--- src/rtl/mem_bus_if.sv ---
// MEM-stage bus interface: one-cycle scratch-pad accesses, and everything else
// runs as a request/grant/ready bus transaction while the pipeline is held with busy.
module mem_bus_if #(
  parameter logic [2:0] SPM_SEL = 3'b011,
  parameter int         SPM_AW  = 12
) (
  input  logic              clk,
  input  logic              reset_,
  input  logic              stall,
  input  logic              flush,
  output logic              busy,
  input  logic [29:0]       addr,
  input  logic              as_,
  input  logic              rw,
  input  logic [31:0]       wr_data,
  output logic [31:0]       rd_data,
  input  logic [31:0]       spm_rd_data,
  output logic [SPM_AW-1:0] spm_addr,
  output logic              spm_as_,
  output logic              spm_rw,
  output logic [31:0]       spm_wr_data,
  input  logic [31:0]       bus_rd_data,
  input  logic              bus_rdy_,
  input  logic              bus_grnt_,
  output logic              bus_req_,
  output logic [29:0]       bus_addr,
  output logic              bus_as_,
  output logic              bus_rw,
  output logic [31:0]       bus_wr_data
);

  localparam logic READ = 1'b1;

  typedef enum logic [1:0] {IDLE, REQ, ACCESS, WAIT} state_t;

  state_t      state;
  logic [31:0] rd_buf;
  logic        spm_hit;

  assign spm_hit     = (addr[29:27] == SPM_SEL);
  assign spm_addr    = addr[SPM_AW-1:0];
  assign spm_rw      = rw;
  assign spm_wr_data = wr_data;
  assign spm_as_     = (state == IDLE && !flush && !as_ && spm_hit) ? 1'b0 : 1'b1;

  // A stalled SPM load returns zero; WAIT replays the buffered bus load until the stall clears.
  always_comb begin
    busy    = 1'b0;
    rd_data = '0;
    case (state)
      IDLE: begin
        if (!flush && !as_) begin
          if (spm_hit) begin
            if (!stall) rd_data = spm_rd_data;
          end else begin
            busy = 1'b1;
          end
        end
      end
      REQ: busy = 1'b1;
      ACCESS: begin
        if (!bus_rdy_) begin
          if (bus_rw == READ) rd_data = bus_rd_data;
        end else begin
          busy = 1'b1;
        end
      end
      WAIT: rd_data = rd_buf;
      default: ;
    endcase
  end

  // Once launched, a transaction ignores flush and runs until ready is seen.
  always_ff @(posedge clk or negedge reset_) begin
    if (!reset_) begin
      state       <= IDLE;
      bus_req_    <= 1'b1;
      bus_addr    <= '0;
      bus_as_     <= 1'b1;
      bus_rw      <= READ;
      bus_wr_data <= '0;
      rd_buf      <= '0;
    end else begin
      case (state)
        IDLE: begin
          if (!flush && !as_ && !spm_hit) begin
            state       <= REQ;
            bus_req_    <= 1'b0;
            bus_addr    <= addr;
            bus_rw      <= rw;
            bus_wr_data <= wr_data;
          end
        end
        REQ: begin
          if (!bus_grnt_) begin
            state   <= ACCESS;
            bus_as_ <= 1'b0;
          end
        end
        ACCESS: begin
          bus_as_ <= 1'b1;
          if (!bus_rdy_) begin
            bus_req_    <= 1'b1;
            bus_addr    <= '0;
            bus_rw      <= READ;
            bus_wr_data <= '0;
            if (bus_rw == READ) rd_buf <= bus_rd_data;
            state <= stall ? WAIT : IDLE;
          end
        end
        WAIT: begin
          if (!stall) state <= IDLE;
        end
        default: state <= IDLE;
      endcase
    end
  end

endmodule

--- config.mk ---
export PLATFORM = sky130hd
export DESIGN_NAME = mem_bus_if
export DESIGN_NICKNAME = d
export VERILOG_FILES = /design/src/rtl/mem_bus_if.sv
export SDC_FILE = /design/constraint.sdc
export NUM_CORES = 1
export LEC_CHECK = 0
export CAP_MARGIN = 5
export CORE_MARGIN = 1
export CORE_UTILIZATION = 36
export CTS_CLUSTER_DIAMETER = 100
export DETAILED_ROUTE_END_ITERATION = 7
export PLACE_DENSITY = 0.85
export SLEW_MARGIN = 20
export SYNTH_ARGS = -nofsm -noshare
export SYNTH_HDL_FRONTEND = slang
export SYNTH_SLANG_ARGS = --single-unit
export TNS_END_PERCENT = 5
--- constraint.sdc ---
create_clock -name clk -period 1.6 [get_ports clk]
set_input_delay 0.32 -clock clk [delete_from_list [all_inputs] [get_ports clk]]
set_output_delay 0.32 -clock clk [all_outputs]
set_load 0.01 [all_outputs]
Word level (Yosys, flattened, before mapping)
Index checks and enable logic that the tools add are counted.

storage, ports and cells
  logic and storage cells = 61
  register bits after elaboration = 99

operators by class
  reduce and logical (&&, ||, !) cells = 15
  multiplexer cells = 30
  bitwise logic cells = 1
  eq/ne operators = 8

operators with widths
  kind                                                                     number
  32-bit two-way mux                                                       7
  32-bit case mux with 3 select lines                                      1
  32-bit case mux with 2 select lines                                      1
  30-bit two-way mux                                                       2
  30-bit case mux with 2 select lines                                      1
  2-bit two-way mux                                                        5
  1-bit two-way mux                                                        8
  2-bit case mux with 4 select lines                                       1
  2-bit inequality test, second input constant                             3
  1-bit case mux with 2 select lines                                       3
  3-bit AND reduction                                                      2
  1-bit logical AND                                                        5
  2-bit equality test, second input constant                               2
  4-bit AND reduction                                                      1
  2-bit nonzero test                                                       2
  3-bit by 2-bit equality test with 1-bit output, second input constant    1
  1-bit logical NOT                                                        3
  1-bit case mux with 3 select lines                                       1
  2-bit by 1-bit equality test with 1-bit output, second input constant    1
  2-bit logical NOT                                                        1
  2-bit by 1-bit inequality test with 1-bit output, second input constant  1
  2-bit AND reduction                                                      1
  1-bit NOT                                                                1

Logic depth before layout (Yosys ltp)
Gate-level depths: netlist of run 1.

  word-level depth = 5
  gate-level depth with buffers = 6
  gate-level depth less buffers = 3

Worst setup path before layout of run 1
Ideal clock, no wire load.

  path kind = flip-flop to output port
  start point = register state[0]
  end point = output rd_data[0]
  buffers on the path = 2
  stages on the path, launching flop included = 6
  slack = -129 ps
  data arrival time = 1409 ps
  path through = dfrtp_1 -> buf_6 -> nor4_4 -> nor3b_4 -> buf_6 -> a22o_1

between the ends
  longest elaborated chain between the ends = 2

RTL lines
  element                                                          RTL line  text
  start, declared                                                  36        state_t state;
  start signal, assigned                                           108       state <= stall ? WAIT : IDLE;
  2-bit equality test / 2-bit logical NOT (equally long branches)  50        case (state)
  32-bit case mux with 3 select lines *                            50
  end, declared                                                    16        output logic [31:0] rd_data,

Mark *: on every way between the ends. The rest lies on a longest branch, timed or not.

Final worst setup path of run 1
  start point = input flush
  end point = output rd_data[9]

between the ends
  longest elaborated chain between the ends = 4

RTL lines
  element                              RTL line  text
  start, declared                      10        input logic flush,
  1-bit logical NOT                    52        if (!flush && !as_) begin
  1-bit logical AND                    52
  32-bit two-way mux                   52
  32-bit case mux with 3 select lines  50

Every way passes these cells.

==> impl_metrics.json, run 1 <==
{
  "slowest_delay_ns": 0.46,
  "utilization_pct": 60.2,
  "die_w_um": 122,
  "required_ns": 1.28,
  "die_y_um": 122,
  "routed_wl_mm": 16.2,
  "cts_tree": "built",
  "instances_no_fill": 1004,
  "drc_errors": 0,
  "slew_headroom_pct": 58.6,
  "hold_ws_ns": 0.330,
  "grt_antenna_before_repair": 0,
  "synth_cell_types": 26,
  "htreeDepth": 3,
  "violations": "negative setup slack",
  "dr.pass1.iters": 4,
  "gr-total-overflow": 0,
  "routabilityCongestion": 0.805,
  "pwr_density_cell_nw_per_um2": 1490,
  "start_util_pct": 37.2,
  "first_global_vias": 4810,
  "final-hold-violation-count": 0,
  "hpwlAfterDp_mm": 11.2,
  "tns_ns": -31.09,
  "status": "finished with violations",
  "syn_nets": 700,
  "finalClockSkew_ns": 0.00790,
  "endpoint_kind": "output port",
  "power.leakage_nw": 4.31,
  "hp-class": "in -> reg",
  "synth_area_per_cell_um2": 9.23,
  "final_layout_size_suffix_gt1_share_pct": 18.6,
  "areaGrowthSynthToFinish_pct": 61.9,
  "post-route-period-util_pct": 141,
  "cts.sinks": 99,
  "final_cell_mix": "clkdlybuf4s50_1 (144), nand2_1 (97), dfrtp_1 (95)",
  "path_max_fanout": 8,
  "max_freq_mhz": 442,
  "min_period_ns": 2.26,
  "clockBufferDepth": 2,
  "critical_path_class": "in -> out",
  "power_mw": 12.6,
  "antenna_cells": 0,
  "drt-wirelength-per-cell_um": 16.1,
  "synth-seq-cells": 99,
  "core_um2": 14000,
  "row_count": 43,
  "clk_latency_ns": 0.35,
  "grt_usage_pct": 21.3,
  "port_buffers": 277,
  "rsz0062_at_grt": "yes",
  "drtAntennaViolNets": 0,
  "crit_slowest_cell": "clkdlybuf4s50_1",
  "setup-violations-final": 129,
  "grt_pass1_wl_mm": 24.4,
  "netlist_instances": 566,
  "fin_ws_ns": -0.662,
  "maxSlewViolCount": 0,
  "drt_iter0_drc": 212,
  "placed_cells": 981,
  "vias": 4940,
  "path_cells": "clkdlybuf4s50_1 -> nor4_4 -> nor3b_4 -> buf_6 -> clkbuf_16 -> a22o_1 -> buf_2",
  "clkTransAtPathRegs_ns": 0.07,
  "die-area_um2": 15000,
  "cts_inserted_buffers": 9,
  "n_fill_cell": 1220,
  "final_nets": 954,
  "cts_root_buffer": "clkbuf_16",
  "yosysWarnings": 0,
  "maxCapViolations": 0,
  "worst_pin_slew_ns": 0.620,
  "viasPerCell": 4.92,
  "startpoint_type": "primary input",
  "critPathArrivalTime_ns": 1.94,
  "synth_area_um2": 5220,
  "yosysSeqAreaShare_pct": 47.5,
  "vdd_drop_max_mv": 0.865,
  "grt_max_degree": 64,
  "boundaryPins": 278,
  "final_common_cell": "clkdlybuf4s50_1"
}
-- synthesized netlist by cell type --
master,count,area share (%)
nand3b_1,1,0.14
nor2b_1,1,0.12
or3b_1,1,0.17
inv_1,3,0.22
a22o_1,32,5.4
clkbuf_1,24,1.7
nor3b_2,1,0.24
nor3b_4,1,0.36
a21o_1,1,0.14
nor2_1,2,0.14
dfrtp_1,96,46
buf_1,1,0.072
and2_1,1,0.12
nand2_1,97,7.0
nor4_4,1,0.41
dfstp_2,3,1.5
a21oi_1,3,0.29
buf_6,4,0.86
a211oi_1,2,0.29
nand2b_1,36,4.3
buf_4,48,6.9
o21ai_0,96,9.2
clkbuf_2,6,0.57
nand3_1,62,5.9
buf_2,11,1.1
mux2_2,32,6.9
-- registers in the layout, summed over array words and instances, names as in the netlist --
signal / cells
bus_wr_data: 32
bus_as_: 1
state: 2
bus_addr: 30
rd_buf: 32
bus_req_: 1
bus_rw: 1
-- final cells by class --
type / count / area [µm²] / area share [%]
flip-flops and latches: 99 / 2480 / 29.4
clock inverters: 5 / 77.6 / 0.917
well taps: 180 / 225 / 2.66
inverters: 3 / 11.3 / 0.133
repair buffers: 337 / 3240 / 38.3
multi-input cells: 370 / 2180 / 25.8
clock buffers: 10 / 239 / 2.83
-- metrics by stage --
step                      setup WS [ns]  instance area (µm²)
after detailed placement         -0.991                 8130
final                            -0.662                 8460
after global routing             -0.749                 8460
after floorplan                 -0.0805                 5220
after global placement           -0.958                 8130
after CTS                        -0.765                 8330
-- path summary, 6_finish.rpt --
kind / slack, ns / from / to / depth (start not counted)
worst min register to register: 0.47 / bus_as_$_DFFE_PN1P_ / bus_as_$_DFFE_PN1P_ / 2
worst min-delay path: 0.33 / addr[29] / bus_addr[29]$_DFFE_PN0P_ / 3
worst max register to register: -0.13 / state[1]$_DFFE_PN0P_ / bus_wr_data[12]$_DFFE_PN0P_ / 5
worst max-delay path: -0.66 / flush / rd_data[9] / 7
max in group asynchronous: 0.70 / reset_ / bus_as_$_DFFE_PN1P_ / 3
min in group asynchronous: 0.36 / reset_ / bus_wr_data[0]$_DFFE_PN0P_ / 2
-- metal layers --
metal | vias to the layer above | global-route usage (%) | share of wire [%]
li1 | 2400 | - | -
met4 | 0 | 7.39 | 1.5
met1 | 2332 | 24.4 | 40
met5 | - | 0 | 0
met3 | 17 | 7.67 | 9.4
met2 | 191 | 36.3 | 49
-- worst max-delay path, delay by kind of cell --
kind,cells,cell delay (ns)
AO/OA/AOI/OAI,1,0.13
buffers and inverters,4,0.88
AND/OR/NAND/NOR,2,0.60
-- what timing repair did --
action	CTS	global route
setup endpoints to repair	186	170
hold endpoints to repair	8	0
cloned	1	1
hold buffers	1	0
pin swaps	6	3
resized for setup	211	46
buffers inserted	4	1
-- cell families (layout without fill, tap and decap cells) --
| family | Yosys count | after routing | share of synthesized area, % |
|---|---|---|---|
| flip-flops | 99 | 99 | 47.5 |
| AO/OA/AOI/OAI | 134 | 134 | 15.3 |
| buffers and inverters | 97 | 355 | 11.4 |
| AND/OR/NAND/NOR | 204 | 204 | 18.9 |
| multiplexers | 32 | 32 | 6.90 |
-- where the power goes --
group	switching [mW]	internal, mW	total [mW]
Sequential	0.620	3.71	4.33
Combinational	2.80	3.16	5.96
Clock	0.924	1.40	2.32
Power figures use the tool's default switching activity.
==> run 2: changes to the inputs <==
Settings changed: CORE_ASPECT_RATIO set to 0.8.
==> impl_metrics.json, run 2 (synthesized netlist as in run 1, its figures left out) <==
{
  "tns_ns": -42.42,
  "instances_no_fill": 1014,
  "highest_layer": "met4",
  "row_count": 38,
  "cts_root_buffer": "clkbuf_16",
  "post-route-period-util_pct": 138,
  "slowest_delay_ns": 0.41,
  "violations": "negative setup slack",
  "clockBufferDepth": 2,
  "switching_share_pct": 35.4,
  "top_regs": "bus_wr_data: 32 flops, rd_buf: 32 flops, bus_addr: 30 flops",
  "min_period_ns": 2.21,
  "power.leakage_nw": 4.33,
  "hpwlAfterDp_mm": 11.6,
  "path_delay_family": "simple AND/OR/NAND/NOR gates",
  "dr.pass1.iters": 4,
  "htreeDepth": 3,
  "worst_pin_slew_ns": 0.674,
  "first_global_vias": 5038,
  "endpoint_kind": "output port",
  "areaGrowthSynthToFinish_pct": 62.1,
  "critPathArrivalTime_ns": 1.89,
  "comb_power_share_pct": 47.8,
  "pwr_density_cell_nw_per_um2": 1480,
  "max_freq_mhz": 452,
  "placed_cell_area_um2": 8200,
  "hold_ws_ns": 0.345,
  "utilization_pct": 61.2,
  "status": "finished with violations",
  "clkTransAtPathRegs_ns": 0.08,
  "final_nets": 963,
  "gr-total-overflow": 0,
  "core_um2": 13800,
  "clk_latency_ns": 0.34,
  "die_y_um": 110,
  "setup-violations-final": 130,
  "maxCapViolations": 0,
  "power_mw": 12.5,
  "post-place-ws_ns": -0.998,
  "start_util_pct": 37.8,
  "grt_antenna_before_repair": 0,
  "port_buffers": 277,
  "cp.depth": 6,
  "clock_power_share_pct": 17.8,
  "crit_slowest_cell": "dfrtp_1",
  "startpoint_type": "flip-flop",
  "die-area_um2": 15000,
  "final_common_cell": "clkdlybuf4s50_1",
  "vdd_drop_max_mv": 0.915,
  "required_ns": 1.28,
  "final-hold-violation-count": 0,
  "vias": 5062,
  "r2r-start": "state[1]$_DFFE_PN0P_",
  "startpoint": "state[1]$_DFFE_PN0P_",
  "maxSlewViolCount": 0,
  "design_area_um2": 8470,
  "path_max_fanout": 8,
  "path_cells": "nor4_4 -> nor3b_4 -> buf_6 -> buf_12 -> a22o_1 -> buf_2",
  "rsz0062_at_grt": "yes",
  "routabilityCongestion": 0.803,
  "regToRegEndpoint": "bus_wr_data[11]$_DFFE_PN0P_",
  "slew_headroom_pct": 55.0,
  "hp-class": "in -> reg",
  "power.switching_mw": 4.44,
  "critical_path_class": "reg -> out",
  "n_fill_cell": 1173,
  "internal_power_mw": 8.09,
  "drt-wirelength-per-cell_um": 16.2,
  "grt_pass1_wl_mm": 25.2,
  "grt_max_degree": 59,
  "routed_wl_mm": 16.5,
  "met1_length_mm": 6.55,
  "cts_inserted_buffers": 9,
  "crit_end": "rd_data[6]",
  "wl_met2_mm": 7.90,
  "pwr-share-seq_pct": 34.4,
  "worst-path-buf-inv": 3,
  "die_w_um": 137,
  "finalClockSkew_ns": 0.00808,
  "placed_cells": 992,
  "drt_iter0_drc": 166,
  "cts.sinks": 99,
  "drtAntennaViolNets": 0,
  "fin_ws_ns": -0.612,
  "final_layout_size_suffix_gt1_share_pct": 19.3,
  "r2r_cells": 5,
  "grt_usage_pct": 21.9,
  "drc_errors": 0,
  "boundaryPins": 278,
  "cts_tree": "built",
  "met3_length_mm": 1.77,
  "viasPerCell": 4.99,
  "rrSetupSlack_ns": -0.33,
  "final_cell_mix": "clkdlybuf4s50_1 (145), nand2_1 (96), o21ai_0 (96)",
  "antenna_cells": 0
}
-- run 2: cell types whose count changed in the layout (fill, tap and decap cells not counted), sizes merged --
cell           previous run  this run
buf                      93       101
bufinv                    2         1
clkbuf                   12        10
clkdlybuf4s50           144       145
clkinv                    2         0
clkinvlp                  1         2
dlygate4sd2              58        57
dlymetal6s2s             39        41
inv                       3         7
-- run 2: power groups by stage --
stage	logic, mW	registers [mW]	clock network, mW
after floorplan	2.69	4.63	0
after global placement	6.28	4.32	0
after detailed placement	6.44	4.38	0
after CTS	6.16	4.33	2.32
after global routing	6.57	4.45	2.41
final	5.99	4.31	2.23
-- run 2: layout make-up --
type | count | area [µm²] | share of cell area [%]
multi-input combinational | 370 | 2170 | 25.6
timing repair buffer | 346 | 3280 | 38.7
tap | 180 | 225 | 2.66
sequential | 99 | 2480 | 29.3
clock inverter | 7 | 80.1 | 0.945
clock buffer | 9 | 225 | 2.66
inverter | 3 | 11.3 | 0.133
-- run 2: tightest hold or removal path, stage by stage --
cell and delay, ns:
dlygate4sd2_1 0.22, nand2_1 0.05, o21ai_0 0.06
-- run 2: timing repair --
action                                  CTS  global route
hold buffers                              1             0
setup buffers                             5             1
hold endpoints to repair                 96             0
resized for setup                       193            46
gates cloned                              2             0
endpoints found under the setup margin  184           170
pin swaps                                 7             7
-- run 2: layer usage --
layer	up-vias	track usage (%)
li1	2422	-
met1	2419	25.3
met2	205	37.2
met3	16	8.62
met4	0	6.51
met5	-	0
-- run 2: worst min-delay path by stage --
| stage | end | slack, ns | startpoint | depth (start not counted) |
|---|---|---|---|---|
| after floorplan | bus_addr[0]$_DFFE_PN0P_ | 0.02 | reset_ | 0 |
| after global placement | bus_addr[25]$_DFFE_PN0P_ | 0.34 | reset_ | 2 |
| after detailed placement | bus_addr[27]$_DFFE_PN0P_ | 0.34 | reset_ | 2 |
| after CTS | bus_addr[29]$_DFFE_PN0P_ | 0.33 | addr[29] | 3 |
| after global routing | bus_addr[29]$_DFFE_PN0P_ | 0.34 | addr[29] | 3 |
| final | bus_addr[29]$_DFFE_PN0P_ | 0.34 | addr[29] | 3 |
